<file path="config.mk">
export PLATFORM = sky130hd
export DESIGN_NAME = half_accum_feeder
export DESIGN_NICKNAME = d
export VERILOG_FILES = /design/src/rtl/half_pkg.sv /design/src/rtl/half_vec_buffer.sv /design/src/rtl/half_accum_feeder.sv
export SDC_FILE = /design/constraint.sdc
export NUM_CORES = 1
export LEC_CHECK = 0
export CORE_ASPECT_RATIO = 0.8
export CORE_MARGIN = 2
export CORE_UTILIZATION = 31
export CTS_CLUSTER_DIAMETER = 30
export DETAILED_ROUTE_END_ITERATION = 8
export GPL_TIMING_DRIVEN = 0
export SLEW_MARGIN = 25
export SYNTH_ARGS = -nofsm -noshare
export SYNTH_HDL_FRONTEND = slang
export SYNTH_HIERARCHICAL = 1
export SYNTH_SLANG_ARGS = --single-unit
</file>
<file path="constraint.sdc">
create_clock -name clk -period 3.9 [get_ports clk]
set_input_delay 0.975 -clock clk [delete_from_list [all_inputs] [get_ports clk]]
set_output_delay 0.975 -clock clk [all_outputs]
set_load 0.005 [all_outputs]
</file>
<file path="src/rtl/half_pkg.sv">
// Shared FP16 types and the feeder state encoding.
package half_pkg;

    typedef logic [15:0] fp16_t;

    localparam fp16_t FP16_ZERO = 16'h0000;
    localparam fp16_t FP16_ONE  = 16'h3C00;

    typedef enum logic [2:0] {
        LOAD,
        CLEAR,
        ISSUE,
        WAIT,
        DONE
    } feeder_state_t;

endpackage

</file>
<file path="src/rtl/half_vec_buffer.sv">
// DEPTH x 16 register file: one synchronous write port, two asynchronous read ports.
// Out-of-range read addresses return +0 so a trailing odd element pads cleanly.
module half_vec_buffer
    import half_pkg::*;
#(
    parameter int DEPTH = 16,
    parameter int PTR_W = $clog2(DEPTH + 2)
) (
    input  logic             clk,
    input  logic             wr_en,
    input  logic [PTR_W-1:0] wr_addr,
    input  logic [15:0]      wr_data,
    input  logic [PTR_W-1:0] rd_addr0,
    input  logic [PTR_W-1:0] rd_addr1,
    output logic [15:0]      rd_data0,
    output logic [15:0]      rd_data1
);

    localparam int AW = (DEPTH > 1) ? $clog2(DEPTH) : 1;

    fp16_t mem [DEPTH];

    // Element capture; contents survive reset on purpose.
    always_ff @(posedge clk) begin
        if (wr_en && (wr_addr < PTR_W'(DEPTH))) begin
            mem[wr_addr[AW-1:0]] <= wr_data;
        end
    end

    // Pair read at rd_ptr and rd_ptr+1.
    always_comb begin
        rd_data0 = FP16_ZERO;
        rd_data1 = FP16_ZERO;
        if (rd_addr0 < PTR_W'(DEPTH)) rd_data0 = mem[rd_addr0[AW-1:0]];
        if (rd_addr1 < PTR_W'(DEPTH)) rd_data1 = mem[rd_addr1[AW-1:0]];
    end

endmodule

</file>
<file path="src/rtl/half_accum_feeder.sv">
// Buffers an FP16 vector, feeds it pairwise into the FP16 add-accumulator with
// hazard-safe spacing, then presents the accumulated sum on a valid/ready port.
module half_accum_feeder
    import half_pkg::*;
#(
    parameter  int DEPTH     = 16,
    parameter  int ISSUE_GAP = 6,
    localparam int CNT_W     = $clog2(DEPTH + 1)
) (
    input  logic             clk,
    input  logic             rstn,
    input  logic             load_valid,
    output logic             load_ready,
    input  logic [15:0]      load_data,
    input  logic             load_last,
    output logic             acc_clear,
    output logic             acc_valid,
    output logic [15:0]      acc_a,
    output logic [15:0]      acc_b,
    input  logic [15:0]      acc_c,
    output logic             res_valid,
    input  logic             res_ready,
    output logic [15:0]      res_data,
    output logic [CNT_W-1:0] res_count
);

    // Read pointer is one bit wider than needed so rd_ptr+2 past the end cannot wrap.
    localparam int PTR_W = $clog2(DEPTH + 2);
    localparam int GAP_W = (ISSUE_GAP > 1) ? $clog2(ISSUE_GAP) : 1;

    feeder_state_t    state;
    logic [CNT_W-1:0] wr_cnt;
    logic [PTR_W-1:0] rd_ptr;
    logic [PTR_W-1:0] rd_next;
    logic [PTR_W-1:0] wr_cnt_ext;
    logic [GAP_W-1:0] gap_cnt;
    logic             wr_en;
    fp16_t            rd_data0;
    fp16_t            rd_data1;
    fp16_t            pair_b;

    assign wr_en      = (state == LOAD) && load_valid && load_ready;
    assign wr_cnt_ext = PTR_W'(wr_cnt);
    assign rd_next    = rd_ptr + PTR_W'(1);
    assign pair_b     = (rd_next < wr_cnt_ext) ? rd_data1 : FP16_ZERO;

    half_vec_buffer #(
        .DEPTH (DEPTH),
        .PTR_W (PTR_W)
    ) u_buf (
        .clk      (clk),
        .wr_en    (wr_en),
        .wr_addr  (wr_cnt_ext),
        .wr_data  (load_data),
        .rd_addr0 (rd_ptr),
        .rd_addr1 (rd_next),
        .rd_data0 (rd_data0),
        .rd_data1 (rd_data1)
    );

    // Sequencer: load, clear, issue/wait pairs, then hold the result until taken.
    // acc_* are loaded on the edge entering ISSUE so they come straight from flops.
    always_ff @(posedge clk or negedge rstn) begin
        if (!rstn) begin
            state      <= LOAD;
            wr_cnt     <= '0;
            rd_ptr     <= '0;
            gap_cnt    <= '0;
            load_ready <= 1'b1;
            acc_clear  <= 1'b0;
            acc_valid  <= 1'b0;
            acc_a      <= '0;
            acc_b      <= '0;
            res_valid  <= 1'b0;
            res_data   <= '0;
            res_count  <= '0;
        end else begin
            case (state)
                LOAD: begin
                    if (wr_en) begin
                        wr_cnt <= wr_cnt + CNT_W'(1);
                        if (load_last || (wr_cnt == CNT_W'(DEPTH - 1))) begin
                            state      <= CLEAR;
                            load_ready <= 1'b0;
                            acc_clear  <= 1'b1;
                        end
                    end
                end
                CLEAR: begin
                    acc_clear <= 1'b0;
                    acc_valid <= 1'b1;
                    acc_a     <= rd_data0;
                    acc_b     <= pair_b;
                    state     <= ISSUE;
                end
                ISSUE: begin
                    acc_valid <= 1'b0;
                    rd_ptr    <= rd_ptr + PTR_W'(2);
                    gap_cnt   <= GAP_W'(ISSUE_GAP - 1);
                    state     <= WAIT;
                end
                WAIT: begin
                    if (gap_cnt == '0) begin
                        if (rd_ptr < wr_cnt_ext) begin
                            acc_valid <= 1'b1;
                            acc_a     <= rd_data0;
                            acc_b     <= pair_b;
                            state     <= ISSUE;
                        end else begin
                            state <= DONE;
                        end
                    end else begin
                        gap_cnt <= gap_cnt - GAP_W'(1);
                    end
                end
                DONE: begin
                    // First DONE cycle samples the settled accumulator; afterwards hold.
                    if (!res_valid) begin
                        res_valid <= 1'b1;
                        res_data  <= acc_c;
                        res_count <= wr_cnt;
                    end else if (res_ready) begin
                        res_valid  <= 1'b0;
                        wr_cnt     <= '0;
                        rd_ptr     <= '0;
                        load_ready <= 1'b1;
                        state      <= LOAD;
                    end
                end
                default: state <= LOAD;
            endcase
        end
    end

endmodule

</file>
# ---- Yosys cells after proc, flatten, opt, wreduce, memory -nomap -nowiden
# Memory sizes are Yosys's and may differ from the RTL's.
# Cells that the tools add are included.
dict set report totals {
  ff_bits 73
  latch_bits 0
  ramBits 256
  mem_bits_ro 0
  input_bits 37
  output_inout_bits 57
  word_cells 94
  mem_count 1
}
dict set report classes {
  n_addsub 4
  multipliers 0
  n_div 0
  order_cmp 5
  n_eq_ne 12
  n_shift 0
  mux 38
  n_bitwise 1
  n_reduce_logical 21
}
# memory words word_bits rd rd_ports_with_merged_regs write_ports line_no
set mem_list {}
lappend mem_list {u_buf.mem 16 16 2 0 1 half_vec_buffer.sv:21} ;# fp16_t mem [DEPTH];
# cell n
set op_table {}
lappend op_table {{$mux W16} 7}
lappend op_table {{$pmux W16 S2} 2}
lappend op_table {{$mux W3} 7}
lappend op_table {{$pmux W5 S2} 2}
lappend op_table {{$lt A5 B5 Y1 const B} 3}
lappend op_table {{$mux W5} 3}
lappend op_table {{$pmux W3 S5} 1}
lappend op_table {{$mux W1} 12}
lappend op_table {{$reduce_and A3 Y1} 4}
lappend op_table {{$add A5 B1 Y5 const B} 2}
lappend op_table {{$lt A5 B5 Y1} 2}
lappend op_table {{$ne A2 B2 Y1 const B} 5}
lappend op_table {{$reduce_and A5 Y1} 2}
lappend op_table {{$reduce_bool A2 Y1} 5}
lappend op_table {{$eq A3 B2 Y1 const B} 2}
lappend op_table {{$logic_not A3 Y1} 2}
lappend op_table {{$pmux W3 S2} 1}
lappend op_table {{$add A5 B2 Y5 const B} 1}
lappend op_table {{$eq A5 B4 Y1 const B} 1}
lappend op_table {{$ne A2 B1 Y1 const B} 2}
lappend op_table {{$pmux W1 S2} 2}
lappend op_table {{$reduce_and A2 Y1} 2}
lappend op_table {{$reduce_and A4 Y1} 1}
lappend op_table {{$eq A3 B1 Y1 const B} 1}
lappend op_table {{7 further kinds} 9}

# ---- Logic depth before layout (Yosys ltp)
# Gate-level depths: netlist (run 1).
dict set report logic_depth {
  word_depth 7
  mapped_depth 9
  mapped_depth_nobuf 7
}

# ---- Hierarchy
# Netlist (run 1), hierarchy kept.
# mod instances cells_each area_per_inst_um2
set by_module_without_submodules {}
lappend by_module_without_submodules {half_vec_buffer 1 756 12239.2}
lappend by_module_without_submodules {half_accum_feeder 1 277 3324.4}

# ---- Worst setup path after synthesis (run 1)
# Ideal clock, no wire load.
dict set report synth_timing {
  path_kind {input-to-reg}
  start {input port load_valid}
  end {memory u_buf/mem[0][0] (netlist bit), enable pin}
  arrival_ps 2781
  t_required_ps 3491
  setup_slack_ps 710
  path_stages 5
  n_path_buf 0
  path_cell_list {nand3_1 inv_1 nand2b_1 or3_1 nor3_1}
}
dict set report synth_via {
  elab_chain_cells 5
}
# element line_no
set synth_rtl {}
lappend synth_rtl {{start, declared} half_accum_feeder.sv:12} ;# input logic load_valid,
lappend synth_rtl {{$logic_and A1 B1 Y1 (2 in series)} half_accum_feeder.sv:42} ;# assign wr_en = (state == LOAD) && load_valid && load_ready;
lappend synth_rtl {{named net wr_en} half_accum_feeder.sv:37} ;# logic wr_en;
lappend synth_rtl {{$logic_and A1 B1 Y1} half_vec_buffer.sv:25} ;# if (wr_en && (wr_addr < PTR_W'(DEPTH))) begin
lappend synth_rtl {{$mux W1} half_vec_buffer.sv:25}
lappend synth_rtl {{$mux W1 (not written as such)} half_vec_buffer.sv:26} ;# mem[wr_addr[AW-1:0]] <= wr_data;
lappend synth_rtl {{end, declared} half_vec_buffer.sv:21}
# The timed path passes the listed nets, and every way through them passes these cells.

# ---- Worst setup path in the final report (run 1)
dict set report layout_timing {
  start {register rd_ptr[3]}
  end {register acc_b[5]}
}
dict set report layout_via {
  elab_chain_cells 7
  word_cells_on_any_way 12
  classes_between {add/sub: 1; order compare: 3; eq/ne: 1; mux: 5; reduce/logical: 1; memory: 1}
}
# element line_no
set layout_rtl {}
lappend layout_rtl {{start, declared} half_accum_feeder.sv:33} ;# logic [PTR_W-1:0] rd_ptr;
lappend layout_rtl {{start signal, assigned} half_accum_feeder.sv:98} ;# rd_ptr <= rd_ptr + PTR_W'(2);
lappend layout_rtl {{$add A5 B1 Y5 *} half_accum_feeder.sv:44} ;# assign rd_next = rd_ptr + PTR_W'(1);
lappend layout_rtl {{named net rd_next[3]} half_accum_feeder.sv:34} ;# logic [PTR_W-1:0] rd_next;
lappend layout_rtl {{$mem_v2 Z16 W16 / $lt A5 B5 Y1 (equally long branches)} -}
lappend layout_rtl {{$mux W16 *} half_vec_buffer.sv:35} ;# if (rd_addr1 < PTR_W'(DEPTH)) rd_data1 = mem[rd_addr1[AW-1:0]];
lappend layout_rtl {{named net rd_data1[5]} half_accum_feeder.sv:39} ;# fp16_t rd_data1;
lappend layout_rtl {{$mux W16 *} half_accum_feeder.sv:45} ;# assign pair_b = (rd_next < wr_cnt_ext) ? rd_data1 : FP16_ZERO;
lappend layout_rtl {{$mux W16} half_accum_feeder.sv:104} ;# if (rd_ptr < wr_cnt_ext) begin
lappend layout_rtl {{$mux W16} half_accum_feeder.sv:103} ;# if (gap_cnt == '0) begin
lappend layout_rtl {{$pmux W16 S2 *} half_accum_feeder.sv:78} ;# case (state)
lappend layout_rtl {{end signal, assigned} half_accum_feeder.sv:93} ;# acc_b <= pair_b;
lappend layout_rtl {{end signal, assigned} half_accum_feeder.sv:107} ;# acc_b <= pair_b;
lappend layout_rtl {{end, declared} half_accum_feeder.sv:19} ;# output logic [15:0] acc_b,
# Mark *: on every way through the listed nets, which the timed path passes. The rest lies on a longest branch. The select of a mux whose other input is x is not followed.
# A chain may end at the register's enable or synchronous reset.

==> results.cfg, run 1 <==
[yosys]
synth_xor_area_share_pct = 0.05627
synth_top_family_by_area = multiplexers
yosysMostFrequentCell = edfxtp_1
syn_area_mm2 = 0.01556
ys_seq_elements = 328
yosysWarnings = 6
synth_fa_ha_area_share_pct = 0.9647
synthArstFlopShare_pct = 21.95
seq_area_frac_synth_pct = 60.98
synth_nets = 1082
synth_edf_count = 256
synthCells = 1033
synth_area_leaders = edfxtp_1, dfrtp_1, mux2i_1, mux4_2, nand2_1
synth_top_area_share_pct = 49.39
synth_compound_area_share_pct = 7.203
yosys.area_share.simple_pct = 5.033
synthMuxAreaShare_pct = 21.56
synth-main-ff-cell = edfxtp_1
synth.distinct_cells = 51
synth_commonest_cells = edfxtp_1, mux2i_1, nand2_1
yosysTopAreaCell = edfxtp_1
avgSynthCellArea_um2 = 15.07

[placement]
gp_congestion = 0.8393
dp_slack_ns = 0.3257
hpwl_mm = 31.92
port_buffers = 93

[cts]
clkTransAtPathRegs_ns = 0.04
cts-resized-gates = 0
ctsHoldBuffers = 0
cts_buffers = 76
htreeDepth = 3
cts_tree = yes
clockRootBuffer = clkbuf_16
cts_buffer_depth = 3
clock_sinks = 328
clk_latency_ns = 0.59
post_cts_buffers = 0

[global_routing]
grt_pass1_vias = 10770
grt_util_all_layers_pct = 19.22
antenna_found_initial = 1
grt_max_degree = 64
grt_pass1_wl_mm = 71.42
grt-ovfl-total = 0

[sta]
slew_headroom_pct = 25.51
maxSlewViolCount = 0
rsz0062_at_grt = no
timing.final.crit_share_pct = 87.16
max_freq_mhz = 294.2
hold_ws_ns = 0.2055
setup_viol = 0
timing.final.crit_period_ns = 3.399
skew_ns = 0.02822
worst_slack_ns = 0.5008
tightest_slew_ns = 1.115
finalHoldViolations = 0
fin_setup_tns_ns = 0

[route]
drt_iter0_markers = 1190
dr.pass1.iters = 6
drc_errors = 0
via_per_inst = 5.351
wl_per_cell_um = 25.20
wl_mm = 49.29
ant_nets = 0
vias = 10470

[finish]
layout-drive-gt1-share_pct = 23.34
antennaDiodeCount = 0
final_util_pct = 41.02
fillCellCount = 4453
final_nets = 1267
area_delta_synth_final_pct = 30.70

[power]
peakVddDrop_uv = 439.0
power.leakage_nw = 7.545
p_per_area_mw_per_mm2 = 734.9

[critical_path]
crit_end = acc_b[5]
start_kind = flip-flop
cp-end-kind = flip-flop
worstReg2RegStart = rd_ptr[3]
r2r_slack_ns = 0.50
cp_max_fo = 10
crit_start = rd_ptr[3]
worstPathArrival_ns = 3.90
r2r_cells = 7
r2r_end = acc_b[5]
cp_data_required_time_ns = 4.40
crit_type = flip-flop to flip-flop

[floorplanning]
ios = 94
rows = 73
initial_core_util_pct = 31.38
core_mm2 = 0.04960
die_w_um = 254.5
die_y_um = 204.4
dieArea_mm2 = 0.05202

[worst_hold_path]
min_path_type = input pin to async pin

[run_status]
status = finished clean

[job]
cap_violations = 0
routing by layer:
metal | vias to the layer above | share of wire, % | global-route usage [%]
li1 | 4449 | - | -
met1 | 5361 | 42 | 26.09
met2 | 537 | 44 | 28.48
met3 | 118 | 10 | 5.565
met4 | 2 | 3.7 | 8.508
met5 | - | 0.016 | 0
metrics by stage:
step,cells,instance area (um2),total power [W]
floorplan,1033,15560,0.006463
global placement,1801,17340,0.008234
detailed placement,1815,17660,0.008297
CTS,1956,20340,0.01493
global route,1956,20340,0.01550
finish,1956,20340,0.01495
cell usage in the layout (no fill, tap or decap), types with 27 or more instances in the layout:
cell	n
a22oi_1	41
clkbuf_1	30
clkbuf_16	79
clkdlybuf4s50_1	92
dfrtp_1	71
edfxtp_1	256
inv_1	27
mux2i_1	156
mux4_2	56
nand2_1	83
nor2_1	35
o21ai_0	34
logic make-up (layout without fill, tap and decap cells):
logic type,after synthesis,in the layout
AO/OA/AOI/OAI,164,164
XOR/XNOR,1,1
adder cells (fa/ha/maj),12,12
buffers and inverters,94,342
flip-flops,328,328
multiplexers,252,252
other,2,2
AND/OR/NAND/NOR,180,180
cell type report:
cell class	instances	area, um2	share of cell area [%]
plain buffers	67	546.8	2.688
well taps	675	844.6	4.152
inverters	27	101.3	0.4982
clock buffers	96	2071	10.18
clock inverters	45	604.3	2.971
repair buffers	107	1145	5.628
multi-input cells	611	5539	27.23
flip-flops and latches	328	9490	46.65
where the power goes:
group,internal (W),switching (W),total (W)
registers,0.00402,0.000216,0.00423
clock network,0.00460,0.00196,0.00656
logic,0.00156,0.00260,0.00416
state kept, by name (all words and copies together), names as in the netlist:
name	count
acc_a	16
acc_b	16
acc_clear	1
acc_valid	1
gap_cnt	3
load_ready	1
rd_ptr	4
res_count	5
res_data	16
res_valid	1
state	3
u_buf/mem	256
wr_cnt	5
worst min path at each step:
stage	start	to	cells after the start
floorplan	gap_cnt[2]	gap_cnt[2]	1
global placement	acc_clear	acc_clear	2
detailed placement	gap_cnt[2]	gap_cnt[2]	1
CTS	rstn	res_data[4]	1
global route	rstn	res_data[1]	1
finish	rstn	res_data[4]	1
worst max-delay path, cell delays in order (launching register included):
cell      delay (ns)
dfrtp_1         0.46
clkbuf_1        0.22
nor2_2          0.63
clkbuf_1        0.81
nand2_1         0.13
o21ai_0         0.79
nand2_1         0.10
mux2i_1         0.16
Note: power is estimated with default switching activity, not from simulation.
==> run 2: changes to the inputs <==
Settings changed: CAP_MARGIN set to 20, GPL_TIMING_DRIVEN 0 to not set.
==> run 2 against run 1 <==
  * Register-to-register slack improved by 0.62 ns
  * Via count fell by 7.1%
  * Global-route usage fell by 2.7 points
  * Largest cell class unchanged
  * Flip-flop and latch count did not move
==> results.cfg, run 2 (synthesized netlist as in run 1, its figures left out) <==
[run_status]
status = finished clean

[route]
ant_nets = 0
drc_errors = 0
via_per_inst = 5.137
vias = 9719
dr.pass1.iters = 5
drt_iter0_markers = 821
wl_per_cell_um = 22.44
wl_mm = 42.46

[sta]
maxSlewViolCount = 0
max_freq_mhz = 360.2
fin_setup_tns_ns = 0
rsz0062_at_grt = no
worst_slack_ns = 1.124
setup_viol = 0
finalHoldViolations = 0
timing.final.crit_share_pct = 71.18
timing.final.crit_period_ns = 2.776
skew_ns = 0.02612
tightest_slew_ns = 0.9017
slew_headroom_pct = 39.25

[finish]
largest_reg_flops = 256
final_cell_mix = edfxtp_1, mux2i_1, clkdlybuf4s50_1
post-route-cell-area_mm2 = 0.01942
antennaDiodeCount = 0
area_delta_synth_final_pct = 24.76
fillCellCount = 4536
final_common_cell = edfxtp_1
final_nets = 1212
layout-drive-gt1-share_pct = 22.10

[power]
p_per_area_mw_per_mm2 = 704.4
power.leakage_nw = 7.135
peakVddDrop_uv = 323.6

[floorplanning]
dieArea_mm2 = 0.05202
die_w_um = 254.5
initial_core_util_pct = 31.38
rows = 73
core_mm2 = 0.04960
ios = 94
die_y_um = 204.4

[critical_path]
cp_data_required_time_ns = 4.34
start_kind = flip-flop
crit_type = flip-flop to flip-flop
worstReg2RegStart = rd_ptr[2]
worstPathArrival_ns = 3.22
cp-end-kind = flip-flop
cp_max_fo = 29
r2r_end = acc_b[10]
r2r_cells = 7
r2r_slack_ns = 1.12

[cts]
cts-resized-gates = 0
clock_sinks = 328
post_cts_buffers = 0
ctsHoldBuffers = 0
clk_latency_ns = 0.58
clockRootBuffer = clkbuf_16
clkTransAtPathRegs_ns = 0.05
cts_buffers = 66
htreeDepth = 3
cts_tree = yes
cts_buffer_depth = 3

[placement]
hpwl_mm = 27.79
dp_slack_ns = 0.7146
gp_congestion = 0.8100
place_area_mm2 = 0.01714
port_buffers = 93

[global_routing]
grt_max_degree = 103
use_met1_pct = 23.46
grt-ovfl-total = 0
grt_pass1_wl_mm = 63.52
use_met2_pct = 25.41
grt_util_all_layers_pct = 16.57
grt_pass1_vias = 9953
antenna_found_initial = 0
busiest_layer = met2
use_met3_pct = 3.553

[job]
cap_violations = 0

[worst_hold_path]
worstHoldStart = acc_clear
min_path_cells = 2
holdPathEnd = acc_clear
min_path_type = flip-flop to flip-flop
==> run 2: cell type report <==
type	count	area [um2]	area share, %
timing repair buffer	129	1211	6.237
tap	675	844.6	4.350
sequential	328	9493	48.89
inverter	27	101.3	0.5219
multi-input combinational	611	5493	28.29
clock inverter	39	434.2	2.236
clock buffer	83	1841	9.479
==> run 2: metal layers <==
layer | share of wire, % | wire, um | vias to the layer above
li1 | - | - | 4332
met1 | 45 | 19150 | 4963
met2 | 46 | 19550 | 356
met3 | 6.6 | 2789 | 68
met4 | 2.3 | 966 | 0
met5 | 0 | 0 | -
==> run 2: per-stage QoR <==
step / power, W / hold slack [ns] / util, % / instances
after detailed placement: 0.008060 / 0.4907 / 34.56 / 1770
final: 0.01368 / 0.4948 / 39.15 / 1892
after CTS: 0.01376 / 0.5006 / 39.15 / 1892
after global placement: 0.008014 / 0.4858 / 34.55 / 1770
after floorplan: 0.006463 / 0.4732 / - / 1033
after global routing: 0.01426 / 0.5165 / 39.15 / 1892
==> run 2: worst max path at each step <==
stage	to	startpoint	cells past startpoint
6_report	acc_b[10]	rd_ptr[2]	7
3_3_place_gp	u_buf/mem[7][9]	load_valid	8
2_1_floorplan	u_buf/mem[0][0]	load_valid	5
5_1_grt	acc_b[6]	rd_ptr[2]	7
3_5_place_dp	u_buf/mem[13][0]	load_valid	6
4_1_cts	acc_b[10]	rd_ptr[2]	7
==> run 2: report_power, final <==
group | total (W) | internal [W] | switching, W
Combinational | 0.00368 | 0.00151 | 0.00217
Sequential | 0.00435 | 0.00401 | 0.000336
Clock | 0.00565 | 0.00373 | 0.00192
==> run 2: critical path, stage by stage (launching register included) <==
cell,delay [ns]
dfrtp_2,0.84
nor2b_2,0.58
buf_4,0.40
a22oi_1,0.15
nand2_1,0.10
o21ai_0,0.30
nand2_1,0.16
mux2i_1,0.08
==> run 3: changes to the inputs <==
Clock period 3.9 ns to 2.8 ns, I/O delays scaled along.
==> run 3 against run 2 <==
  * Worst setup slack lost 0.69 ns
  * Cell count rose by 0.95%
  * Combinational power is 52% higher
  * Clock skew decreased by 0.0052 ns
  * Global-route usage grew 0.12 points
  * Critical path type unchanged
  * Largest cell class unchanged
  * Highest routed layer unchanged
==> results.cfg, run 3 (synthesized netlist as in run 1, its figures left out) <==
[route]
wl_per_cell_um = 22.53
drt_iter0_markers = 890
dr.pass1.iters = 5
via_per_inst = 5.174
ant_nets = 0
vias = 9882
drc_errors = 0
wl_mm = 43.04

[finish]
post-route-cell-area_mm2 = 0.01954
area_delta_synth_final_pct = 25.54
final_nets = 1234
antennaDiodeCount = 0
largest_reg_flops = 256
layout-drive-gt1-share_pct = 23.00
layoutNonFillerInstCount = 1910
final_common_cell = edfxtp_1
final_cell_mix = edfxtp_1, mux2i_1, clkdlybuf4s50_1

[global_routing]
grt-ovfl-total = 0
grt_pass1_wl_mm = 64.02
grt_pass1_vias = 9953
antenna_found_initial = 0
grt_max_degree = 103
grt_util_all_layers_pct = 16.69

[floorplanning]
rows = 73
die_w_um = 254.5
initial_core_util_pct = 31.38
dieArea_mm2 = 0.05202
ios = 94
core_mm2 = 0.04960
die_y_um = 204.4

[sta]
skew_ns = 0.02090
timing.final.crit_period_ns = 2.370
tightest_slew_ns = 0.8500
slew_headroom_pct = 43.27
timing.final.crit_share_pct = 84.65
max_freq_mhz = 421.9
finalHoldViolations = 0
setup_viol = 0
rsz0062_at_grt = no
maxSlewViolCount = 0
fin_setup_tns_ns = 0

[power]
peakVddDrop_uv = 591.5
p_int_w = 0.01247
seqPwrFrac_pct = 31.6
power.leakage_nw = 7.198
power_frac_comb_pct = 30.2
clkPwrFrac_pct = 38.1
switching_power_w = 0.006021
p_per_area_mw_per_mm2 = 946.5
swShare_pct = 32.56

[cts]
ctsHoldBuffers = 0
clk_latency_ns = 0.59
htreeDepth = 2
cts_buffer_depth = 3
cts_buffers = 59
clock_sinks = 328
clkTransAtPathRegs_ns = 0.05
clockRootBuffer = clkbuf_16
cts_tree = yes
cts-resized-gates = 0
post_cts_buffers = 0

[placement]
hpwl_mm = 28.53
placedCellCount = 1799
gp_congestion = 0.8351
place_area_mm2 = 0.01755
port_buffers = 93

[critical_path]
cp_data_required_time_ns = 3.31
cp_max_fo = 24
cp-end-kind = flip-flop
start_kind = flip-flop
crit_type = flip-flop to flip-flop
worstPathArrival_ns = 2.88

[run_status]
status = finished clean

[job]
cap_violations = 0

[worst_hold_path]
min_path_type = input pin to async pin
-- run 3: cell types whose count changed in the layout (fill, tap and decap cells not counted), sizes merged --
cell,delta
buf,+29
clkbuf,-15
bufinv,+2
inv,-2
clkinv,+7
clkinvlp,-3
-- run 3: stage by stage --
stage               worst slack [ns]  total power (W)  utilization, %  hold slack [ns]
finish                        0.4298          0.01849           39.40          0.05935
global route                  0.3242          0.01928           39.40          0.07646
CTS                           0.4414          0.01856           39.40          0.06247
detailed placement            0.1443          0.01146           35.38           0.4959
global placement              0.1686          0.01142           35.38           0.4855
floorplan                    0.02645         0.009003               -           0.4044
-- run 3: path summary, 6_finish.rpt --
path,slack [ns],start,endpoint,depth (start not counted)
setup / recovery,0.43,rd_ptr[2],acc_b[6],8
hold / removal,0.06,rstn,res_data[6],1
setup reg to reg,0.43,rd_ptr[2],acc_b[6],8
hold reg to reg,0.50,res_data[6],res_data[6],1
max in group asynchronous,2.09,rstn,load_ready,2
min in group clk,0.50,res_data[6],res_data[6],1
-- run 3: metal layers --
metal | part of all wire, % | track usage [%] | up-vias
li1 | - | - | 4377
met1 | 43 | 22.68 | 5071
met2 | 47 | 26.66 | 362
met3 | 7.0 | 3.490 | 72
met4 | 2.4 | 5.357 | 0
met5 | 0 | 0 | -
-- run 3: critical path: stages (launching register included) --
cell and delay (ns):
dfrtp_2 0.53, buf_4 0.38, nor2_1 0.13, buf_4 0.20
nand2_1 0.09, o2111ai_1 0.15, a21oi_1 0.54, nand2_1 0.12
mux2i_1 0.15
-- run 3: area by class of cell --
cell class	count	area (um2)
sequential	328	9493
inverter	27	101.3
clock inverter	43	447.9
tap	675	844.6
fill	4544	30060
timing repair buffer	158	1617
multi-input combinational	611	5494
clock buffer	68	1541
-- run 3: power groups by stage --
stage	clock (W)	sequential, W	combinational (W)
after floorplan	0	0.00591	0.00310
after global placement	0	0.00595	0.00548
after detailed placement	0	0.00595	0.00551
after CTS	0.00716	0.00586	0.00554
after global routing	0.00740	0.00590	0.00598
final	0.00705	0.00585	0.00559
